[config.mk]
export PLATFORM = sky130hd
export DESIGN_NAME = serial_subtractor
export DESIGN_NICKNAME = d
export VERILOG_FILES = /design/src/rtl/serial_sub_pkg.sv /design/src/rtl/serial_subtractor_borrow_slice.sv /design/src/rtl/serial_subtractor.sv
export SDC_FILE = /design/constraint.sdc
export NUM_CORES = 1
export LEC_CHECK = 0
export CORE_ASPECT_RATIO = 2
export CORE_UTILIZATION = 35
export CTS_CLUSTER_SIZE = 8
export DETAILED_ROUTE_END_ITERATION = 12
export GPL_ROUTABILITY_DRIVEN = 0
export HOLD_SLACK_MARGIN = 0.08
export PLACE_DENSITY = 0.61
export SYNTH_ARGS = -nofsm -noshare
export SYNTH_HDL_FRONTEND = slang
export SYNTH_HIERARCHICAL = 1
export SYNTH_SLANG_ARGS = --single-unit
[constraint.sdc]
create_clock -name clk -period 3.7 [get_ports clk]
set_input_delay 0.74 -clock clk [delete_from_list [all_inputs] [get_ports clk]]
set_output_delay 0.74 -clock clk [all_outputs]
set_load 0.02 [all_outputs]
[src/rtl/serial_sub_pkg.sv]
// serial_sub_pkg
//   Shared definitions for the serial subtractor:
//   - state_t       : controller states (IDLE, RUN, DONE)
//   - calc_steps    : number of slice steps for one operation
//   - calc_cnt_width: width of the step counter (at least 1 bit)
package serial_sub_pkg;

    typedef enum logic [1:0] {
        IDLE = 2'd0,
        RUN  = 2'd1,
        DONE = 2'd2
    } state_t;

    function automatic int calc_steps(input int width, input int bits_per_cycle);
        return width / bits_per_cycle;
    endfunction

    // A one-step operation still needs a 1-bit counter to exist.
    function automatic int calc_cnt_width(input int steps);
        return (steps > 1) ? $clog2(steps) : 1;
    endfunction

endpackage

[src/rtl/serial_subtractor_borrow_slice.sv]
// borrow_slice
//   Purely combinational N-bit ripple-borrow subtractor: d = x - y - bi.
//   Ports:
//     x  [N] : minuend slice
//     y  [N] : subtrahend slice
//     bi     : borrow into bit 0
//     d  [N] : difference slice
//     bo     : borrow out of bit N-1
module borrow_slice #(
    parameter int N = 1
) (
    input  logic [N-1:0] x,
    input  logic [N-1:0] y,
    input  logic         bi,
    output logic [N-1:0] d,
    output logic         bo
);

    // chain[i] is the borrow into bit i.
    logic [N:0] chain;

    assign chain[0] = bi;

    for (genvar i = 0; i < N; i++) begin : g_cell
        assign d[i]       = x[i] ^ y[i] ^ chain[i];
        assign chain[i+1] = (~x[i] & y[i]) | (~(x[i] ^ y[i]) & chain[i]);
    end

    assign bo = chain[N];

endmodule

[src/rtl/serial_subtractor.sv]
// serial_subtractor
//   Multi-cycle subtractor: diff = a - b - bin (mod 2^WIDTH), processed
//   BITS_PER_CYCLE bits per clock with the borrow kept in a flip-flop.
//   Ports:
//     clk, rst             : clock, synchronous active-high reset
//     in_valid / in_ready  : operand handshake (a, b, bin)
//     out_valid / out_ready: result handshake (diff, bout, ovf, neg, zero)
//     bout                 : unsigned borrow-out (a < b + bin)
//     ovf                  : signed two's-complement overflow
//     neg, zero            : sign bit of diff, diff == 0
//     state_dbg            : current controller state (serial_sub_pkg::state_t)
//
//   Handshake: a transfer happens on a rising edge where valid and ready
//   are both high. in_ready is high only in IDLE; out_valid is held high,
//   with diff and flags stable, until out_ready is seen high.
module serial_subtractor
    import serial_sub_pkg::*;
#(
    parameter int WIDTH          = 8,
    parameter int BITS_PER_CYCLE = 1
) (
    input  logic             clk,
    input  logic             rst,
    input  logic             in_valid,
    output logic             in_ready,
    input  logic [WIDTH-1:0] a,
    input  logic [WIDTH-1:0] b,
    input  logic             bin,
    output logic             out_valid,
    input  logic             out_ready,
    output logic [WIDTH-1:0] diff,
    output logic             bout,
    output logic             ovf,
    output logic             neg,
    output logic             zero,
    output logic [1:0]       state_dbg
);

    localparam int STEPS = calc_steps(WIDTH, BITS_PER_CYCLE);
    localparam int CW    = calc_cnt_width(STEPS);
    localparam logic [CW-1:0] LAST_STEP = CW'(STEPS - 1);

    if (WIDTH < 1 || BITS_PER_CYCLE < 1 || (WIDTH % BITS_PER_CYCLE) != 0) begin : g_bad_cfg
        $error("serial_subtractor: BITS_PER_CYCLE must divide WIDTH exactly");
    end

    state_t state_q, state_d;

    logic [WIDTH-1:0] a_sr, b_sr, diff_sr;
    logic [WIDTH-1:0] a_shift, b_shift, diff_shift;
    logic [CW-1:0]    cnt_q;
    logic             brw_q;
    logic             sign_a, sign_b;

    logic [WIDTH-1:0] diff_q;
    logic             bout_q, ovf_q, neg_q, zero_q, out_valid_q;

    logic [BITS_PER_CYCLE-1:0] slice_d;
    logic                      slice_bo;

    borrow_slice #(
        .N (BITS_PER_CYCLE)
    ) u_slice (
        .x  (a_sr[BITS_PER_CYCLE-1:0]),
        .y  (b_sr[BITS_PER_CYCLE-1:0]),
        .bi (brw_q),
        .d  (slice_d),
        .bo (slice_bo)
    );

    // Each slice result enters at the top of diff_sr, so after STEPS shifts
    // the first (least significant) slice has reached the bottom.
    if (STEPS == 1) begin : g_one_step
        assign a_shift    = '0;
        assign b_shift    = '0;
        assign diff_shift = slice_d;
    end else begin : g_multi_step
        assign a_shift    = a_sr >> BITS_PER_CYCLE;
        assign b_shift    = b_sr >> BITS_PER_CYCLE;
        assign diff_shift = {slice_d, diff_sr[WIDTH-1:BITS_PER_CYCLE]};
    end

    // State register
    always_ff @(posedge clk) begin
        if (rst) begin
            state_q <= IDLE;
        end else begin
            state_q <= state_d;
        end
    end

    // Next-state logic
    always_comb begin
        state_d = state_q;
        case (state_q)
            IDLE: if (in_valid)                   state_d = RUN;
            RUN:  if (cnt_q == LAST_STEP)         state_d = DONE;
            DONE: if (out_valid_q && out_ready)   state_d = IDLE;
            default:                              state_d = IDLE;
        endcase
    end

    // Datapath. The first DONE cycle registers diff and the flags from the
    // finished shift register; out_valid rises with them so outputs only
    // ever change while out_valid is low.
    always_ff @(posedge clk) begin
        if (rst) begin
            a_sr        <= '0;
            b_sr        <= '0;
            diff_sr     <= '0;
            cnt_q       <= '0;
            brw_q       <= 1'b0;
            sign_a      <= 1'b0;
            sign_b      <= 1'b0;
            diff_q      <= '0;
            bout_q      <= 1'b0;
            ovf_q       <= 1'b0;
            neg_q       <= 1'b0;
            zero_q      <= 1'b0;
            out_valid_q <= 1'b0;
        end else begin
            case (state_q)
                IDLE: begin
                    if (in_valid) begin
                        a_sr   <= a;
                        b_sr   <= b;
                        brw_q  <= bin;
                        sign_a <= a[WIDTH-1];
                        sign_b <= b[WIDTH-1];
                        cnt_q  <= '0;
                    end
                end
                RUN: begin
                    a_sr    <= a_shift;
                    b_sr    <= b_shift;
                    diff_sr <= diff_shift;
                    brw_q   <= slice_bo;
                    cnt_q   <= cnt_q + CW'(1);
                end
                DONE: begin
                    if (!out_valid_q) begin
                        diff_q      <= diff_sr;
                        bout_q      <= brw_q;
                        ovf_q       <= (sign_a != sign_b) && (diff_sr[WIDTH-1] != sign_a);
                        neg_q       <= diff_sr[WIDTH-1];
                        zero_q      <= (diff_sr == '0);
                        out_valid_q <= 1'b1;
                    end else if (out_ready) begin
                        out_valid_q <= 1'b0;
                    end
                end
                default: ;
            endcase
        end
    end

    assign in_ready  = (state_q == IDLE);
    assign out_valid = out_valid_q;
    assign diff      = diff_q;
    assign bout      = bout_q;
    assign ovf       = ovf_q;
    assign neg       = neg_q;
    assign zero      = zero_q;
    assign state_dbg = state_q;

endmodule

# Word-level counts from Yosys, hierarchy flattened

Index checks and enable logic that the tools add are counted.
Widths: inputs -> output; s select.

Flip-flop bits (word level): 45
Input bits: 21

Multiplexer cells: 14
Bitwise logic cells: 8
Reduce and logical (&&, ||, !) cells: 9
$add $sub $neg: 1
Eq/ne operators: 8

Operators by type and width:

| kind                | number |
|---|---|
| $pmux 8 s2          | 2 |
| $mux 8              | 2 |
| $logic_not 8->1     | 1 |
| $mux 2              | 3 |
| $ne 2x2->1 const B  | 3 |
| $pmux 2 s3          | 1 |
| $pmux 3 s2          | 1 |
| $reduce_and 2->1    | 3 |
| $add 3x1->3 const B | 1 |
| $eq 3x3->1 const B  | 1 |
| $mux 1              | 3 |
| $mux 3              | 1 |
| $not 1->1           | 3 |
| $reduce_and 3->1    | 1 |
| $and 1x1->1         | 2 |
| $eq 2x1->1 const B  | 1 |
| $eq 2x2->1 const B  | 1 |
| $logic_and 1x1->1   | 2 |
| $logic_not 2->1     | 1 |
| $ne 1x1->1          | 2 |
| $pmux 1 s2          | 1 |
| $reduce_bool 2->1   | 1 |
| $xor 1x1->1         | 2 |
| $or 1x1->1          | 1 |

# Logic depth before layout (Yosys ltp)

Gate-level depths: netlist of run 1.

Depth after elaboration: 5
Mapped depth: 5
Gate-level depth less buffers: 5

# Cells and area by module

The synthesis of run 1 kept the hierarchy.

By module, submodules not included:

| module            | cells an instance | area each (um^2) | seq. area each (um^2) | instances |
|---|---|---|---|---|
| serial_subtractor | 222               | 1,943.1          | 880.8                 | 1 |
| borrow_slice      | 4                 | 31.3             | 0.0                   | 1 |

# Least setup slack after synthesis of run 1

No wires, ideal clock.

Path kind: reg2out
From: register state_q[0], in the netlist state_dbg[0]
To: output port in_ready
Required time: 2.960 ns
Buffers on the path: 1
Path slack: 2.103 ns
Stages on the path, launching flop included: 3
Arrival time: 0.857 ns
Path through: dfxtp_1 -> buf_6 -> nor2_1

Longest elaborated chain between the ends: 1

RTL lines:

| element                | line                     | text |
|---|---|---|
| start, declared        | serial_subtractor.sv:47  | `state_t state_q, state_d;` |
| start signal, assigned | serial_subtractor.sv:88  | `state_q <= state_d;` |
| $logic_not 2->1        | serial_subtractor.sv:157 | `assign in_ready = (state_q == IDLE);` |
| end, declared          | serial_subtractor.sv:25  | `output logic in_ready,` |

No other way between the ends.

# Worst setup path in the final report of run 1

From: register state_q[0], in the netlist state_dbg[0]
To: output port state_dbg[0]

RTL lines:

| element       | line                    | text |
|---|---|---|
| end, declared | serial_subtractor.sv:36 | `output logic [1:0] state_dbg` |

No word-level cell between the ends.

==> impl_metrics.json, run 1 <==
{
  "clk_latency_ns": 0.30,
  "power.switching_mw": 0.241,
  "ctsHoldBuffers": 0,
  "max_freq_ghz": 0.407,
  "coreArea_um2": 5420,
  "maxSlewViolCount": 0,
  "wl_met1_mm": 1.57,
  "cp.buffers_inverters": 1,
  "synth_compound_area_frac": 0.233,
  "yosys.area.top_type_share": 0.446,
  "firstDrtPassIters": 4,
  "p_comb_frac": 0.118,
  "maxUsedRoutingLayer": "met4",
  "grt_pass1_wl_mm": 6.65,
  "setup_viol": 0,
  "synthTopCellsByCount": "nand2_1 (54), dfxtp_1 (44), a21oi_1 (29)",
  "setup_tns_ns": 0,
  "netlist_area_um2": 1970,
  "route.met3.wl_um": 90,
  "nets": 278,
  "grt.total_usage": 0.154,
  "outcome": "finished, final reports clean",
  "yosys-top-cells-area": "dfxtp_1 (45%), nand2_1 (10%), a21oi_1 (7.4%)",
  "hold_class": "reg2reg",
  "post-cts-setup-buffers": 0,
  "route.detailed.drc": 0,
  "p_per_area_nw_per_um2": 413,
  "synth_top_area_cell": "dfxtp_1",
  "die_area_um2": 5960,
  "place_area_um2": 2300,
  "min_period_ns": 2.46,
  "cts_tree": "yes",
  "ir_drop_uv": 261,
  "slowest_stage": "clkdlybuf4s50_1",
  "final-hold-violation-count": 0,
  "dr_wl_met2_mm": 2.11,
  "postSynthCellCount": 226,
  "crit_type": "reg2out",
  "synth_fa_ha_area_frac": 0.0228,
  "drive_gt1_frac": 0.133,
  "crit_path_end_kind": "output port",
  "startpoint_type": "register",
  "clockPowerShare": 0.365,
  "synth_area_per_cell_um2": 8.74,
  "synth.distinct_cells": 32,
  "viasPerCell": 4.96,
  "finClkSkew_ns": 0.00679,
  "ios": 37,
  "power_frac_seq": 0.517,
  "die_x_um": 55.1,
  "synth-xor-area-share": 0,
  "htreeDepth": 2,
  "p_leak_nw": 0.856,
  "p_int_mw": 0.751,
  "cp.arrival_ns": 1.72,
  "die_y_um": 108,
  "ys_async_sr_fraction": 0,
  "hpwl_mm": 2.66,
  "synth_top_flop_cell": "dfxtp_1",
  "placement.io_buffers": 36,
  "ant_nets": 0,
  "overflow": 0,
  "rows": 38,
  "synth-edff-count": 0,
  "required_ns": 2.96,
  "grt_max_degree": 46,
  "crit_chain": "clkdlybuf4s50_1",
  "slowest_delay_ns": 0.71,
  "final_cell_area_um2": 2400,
  "dr.first_iter.drc_count": 44,
  "numCtsBuffers": 5,
  "ys_warn_count": 6,
  "swShare": 0.243,
  "fin_crit_sh": 0.664,
  "regToRegSetupSlack_ns": 1.54,
  "cts_root_buffer": "clkbuf_8",
  "antenna_found_initial": 0,
  "worst_slew_pin_slew_ns": 1.01,
  "synth.area.mux_share": 0.0152,
  "clkTransAtPathRegs_ns": 0.08,
  "synth_nets": 250,
  "yosysMostFrequentCell": "nand2_1",
  "synth_seq_cells": 44,
  "crit_fanout": 13,
  "holdWs_ns": 0.457,
  "cts.sinks": 44,
  "vias": 1561,
  "synthSimpleGateAreaFrac": 0.203,
  "slew_headroom": 0.322,
  "cts_buffer_depth": 2,
  "drt-wirelength-per-cell_um": 12.3,
  "synth_top_family_by_area": "compound AO/OA/AOI/OAI gates",
  "rsz0062_at_grt": "false",
  "drt_wl_total_mm": 3.86,
  "area_growth_pct": 21.7,
  "n_antenna_cell": 0,
  "maxCapViolations": 0,
  "critPathTopFamily": "buffers and inverters",
  "initial_core_util": 0.364,
  "first_global_vias": 1451,
  "ctsResizeCount": 0,
  "seq_area_frac_synth": 0.446
}
## layout make-up
type                    instances  area (um^2)
clock buffers                   6         72.6
multi-input cells             159          938
flip-flops and latches         44          881
well taps                      60         75.1
fillers                       599         3020
inverters                       5         18.8
repair buffers                 39          383
clock inverters                 2         35.0
## cell families (layout without fill, tap and decap cells)
logic type	Yosys count	after routing
AOI/OAI and AO/OA	62	62
adders and majority gates	3	3
buffers and inverters	23	52
DFF	44	44
muxes	3	3
and+or+nand+nor	91	91
## state kept, by name, summed over array words and instances (netlist names)
signal	cells
diff	8
cnt_q	3
a_sr	8
brw_q	1
out_valid	1
diff_sr	8
state_dbg	2
bout	1
sign_a	1
b_sr	8
ovf	1
zero	1
sign_b	1
## final timing paths
| kind | start | endpoint | cells past startpoint |
|---|---|---|---|
| setup / recovery | state_dbg[0] | state_dbg[0] | 1 |
| hold / removal | diff[6] | diff[6] | 2 |
| setup reg to reg | state_dbg[0] | b_sr[0] | 3 |
| hold reg to reg | diff[6] | diff[6] | 2 |
## power groups by stage
stage                     logic, mW  clock network, mW  registers [mW]
after floorplan              0.0905                  0           0.517
after global placement        0.117                  0           0.524
after detailed placement      0.119                  0           0.525
after CTS                     0.120              0.372           0.513
after global routing          0.131              0.390           0.516
final                         0.117              0.362           0.513
## metal layers
layer  vias up  track usage
met4         0       0.0804
met3         8       0.0295
met2        24        0.266
met1       716        0.166
li1        813            -
met5         -            0
## layout by cell type, fill, tap and decap left out, drive strengths merged, types with 2 or more instances in the layout
cell type / Yosys / layout
nor2b: 4 / 4
clkdlybuf4s50: 0 / 36
dfxtp: 44 / 44
nor4: 2 / 2
clkbuf: 2 / 6
nand2: 54 / 54
nor2: 23 / 23
inv: 5 / 5
buf: 16 / 3
o22ai: 2 / 2
a21oi: 37 / 37
a22oi: 2 / 2
a211oi: 16 / 16
ha: 2 / 2
mux2i: 3 / 3
nor3b: 2 / 2
## metrics by stage
stage	power (mW)	utilization	setup WS, ns	cells
floorplan	0.608	-	2.10	226
global placement	0.641	0.424	1.35	307
detailed placement	0.644	0.424	1.32	307
CTS	1.01	0.443	1.21	315
global route	1.04	0.443	1.17	315
finish	0.992	0.443	1.24	315
(Power assumes the default switching activity.)
==> run 2: changes to the inputs <==
==> constraint.sdc (replaced) <==
create_clock -name clk -period 2.5 [get_ports clk]
set_input_delay 0.5 -clock clk [delete_from_list [all_inputs] [get_ports clk]]
set_output_delay 0.5 -clock clk [all_outputs]
set_load 0.02 [all_outputs]
==> run 2 against run 1 <==
  * Flip-flop and latch count did not move
  * Die area did not move
  * Count of clock-buffer cells in the layout did not move
  * Utilization did not move
  * Total power rose by 41%
  * Wire length rose by 2.6%
  * Setup slack got worse by 0.85 ns
  * Register-to-register slack got worse by 0.66 ns
  * Non-clock buffer count rose by 2
  * Critical path type unchanged
  * Largest cell class unchanged
  * Largest power group unchanged
==> impl_metrics.json, run 2 (synthesis gave the netlist of run 1 again) <==
{
  "slew_headroom": 0.568,
  "worst_slew_pin_slew_ns": 0.645,
  "fin_crit_sh": 0.841,
  "crit_path_end_kind": "output port",
  "setup_tns_ns": 0,
  "ctsResizeCount": 0,
  "ant_nets": 0,
  "route.detailed.drc": 0,
  "first_global_vias": 1579,
  "crit_chain": "clkdlybuf4s50_1",
  "r2r-end": "ovf",
  "dp_slack_ns": 0.546,
  "rows": 38,
  "maxSlewViolCount": 0,
  "crit_fanout": 14,
  "drive_gt1_frac": 0.144,
  "n_antenna_cell": 0,
  "clkTransAtPathRegs_ns": 0.08,
  "die_area_um2": 5960,
  "overflow": 0,
  "fin_cells": 317,
  "viasPerCell": 5.00,
  "final-hold-violation-count": 0,
  "critPathLaunch": "state_dbg[1]",
  "worst_r2r_path_depth": 3,
  "hp-start": "diff[6]",
  "cp.arrival_ns": 1.60,
  "post-cts-setup-buffers": 0,
  "slowest_delay_ns": 0.70,
  "max_freq_ghz": 0.476,
  "cts_root_buffer": "clkbuf_8",
  "required_ns": 2.00,
  "outcome": "finished, final reports clean",
  "regToRegSetupSlack_ns": 0.88,
  "p_leak_nw": 0.861,
  "slowest_stage": "clkdlybuf4s50_1",
  "vias": 1585,
  "cts.sinks": 44,
  "initial_core_util": 0.364,
  "nets": 280,
  "die_y_um": 108,
  "placement.io_buffers": 36,
  "grt_pass1_wl_mm": 6.93,
  "finClkSkew_ns": 0.00583,
  "final_cell_area_um2": 2400,
  "dr.first_iter.drc_count": 20,
  "startpoint_type": "register",
  "crit_type": "reg2out",
  "clk_latency_ns": 0.29,
  "dpl.cell_count": 309,
  "ctsHoldBuffers": 0,
  "maxCapViolations": 0,
  "holdWs_ns": 0.458,
  "coreArea_um2": 5420,
  "worst_slack_ns": 0.397,
  "setup_viol": 0,
  "die_x_um": 55.1,
  "htreeDepth": 2,
  "hold_path_depth": 2,
  "power.total_mw": 1.39,
  "fillCellCount": 571,
  "rsz0062_at_grt": "false",
  "place_area_um2": 2310,
  "critPathTopFamily": "buffers and inverters",
  "hold_class": "reg2reg",
  "firstDrtPassIters": 4,
  "cts_tree": "yes",
  "ios": 37,
  "numCtsBuffers": 5,
  "min_period_ns": 2.10,
  "layout.cells.most_common_list": "nand2_1 (54), dfxtp_1 (44), clkdlybuf4s50_1 (36)",
  "cp.buffers_inverters": 1,
  "grt_max_degree": 28,
  "ir_drop_uv": 353,
  "p_per_area_nw_per_um2": 580,
  "area_growth_pct": 21.7,
  "hpwl_mm": 2.83,
  "drt_wl_total_mm": 3.97,
  "drt-wirelength-per-cell_um": 12.5,
  "final_util": 0.443,
  "cts_buffer_depth": 2,
  "rr_startpoint": "state_dbg[1]",
  "antenna_found_initial": 0,
  "grt.total_usage": 0.159,
  "min_to": "diff[6]",
  "layout_commonest_cell": "nand2_1"
}
[run 2: changes by cell type in the layout (fill, tap and decap cells not counted), sizes merged]
cell,previous run,this run
buf,3,5
bufinv,1,0
clkinv,1,2
[run 2: power breakdown]
| group | internal (mW) | leakage (nW) | switching [mW] |
|---|---|---|---|
| sequential | 0.731 | 0.359 | 0.0232 |
| combinational | 0.0858 | 0.451 | 0.0969 |
| clock | 0.221 | 0.0510 | 0.236 |
| total | 1.04 | 0.861 | 0.356 |
[run 2: area by class of cell]
class | instances | area, um^2 | share of cell area
Multi-Input combinational cell | 159 | 938 | 0.390
Inverter | 5 | 18.8 | 0.00781
Clock buffer | 6 | 82.6 | 0.0344
Tap cell | 60 | 75.1 | 0.0312
Sequential cell | 44 | 881 | 0.366
Clock inverter | 2 | 10.0 | 0.00416
Timing Repair Buffer | 41 | 398 | 0.166
[run 2: worst max path at each step]
stage | end | slack (ns) | cells past startpoint
final | state_dbg[1] | 0.40 | 1
after global routing | state_dbg[1] | 0.33 | 1
after CTS | state_dbg[1] | 0.38 | 1
after detailed placement | a_sr[6] | 0.55 | 4
after global placement | b_sr[3] | 0.60 | 4
after floorplan | in_ready | 1.14 | 2
[run 2: worst min-delay path: stages, from the launching register on]
cell and delay [ns]:
dfxtp_1 0.32, nand2_1 0.05, a21oi_1 0.05
[run 2: per-layer routing]
| layer | up-vias | track usage | part of all wire |
|---|---|---|---|
| li1 | 821 | - | - |
| met1 | 732 | 0.170 | 0.41 |
| met2 | 26 | 0.285 | 0.55 |
| met3 | 6 | 0.0295 | 0.022 |
| met4 | 0 | 0.0696 | 0.020 |
| met5 | - | 0 | 0 |
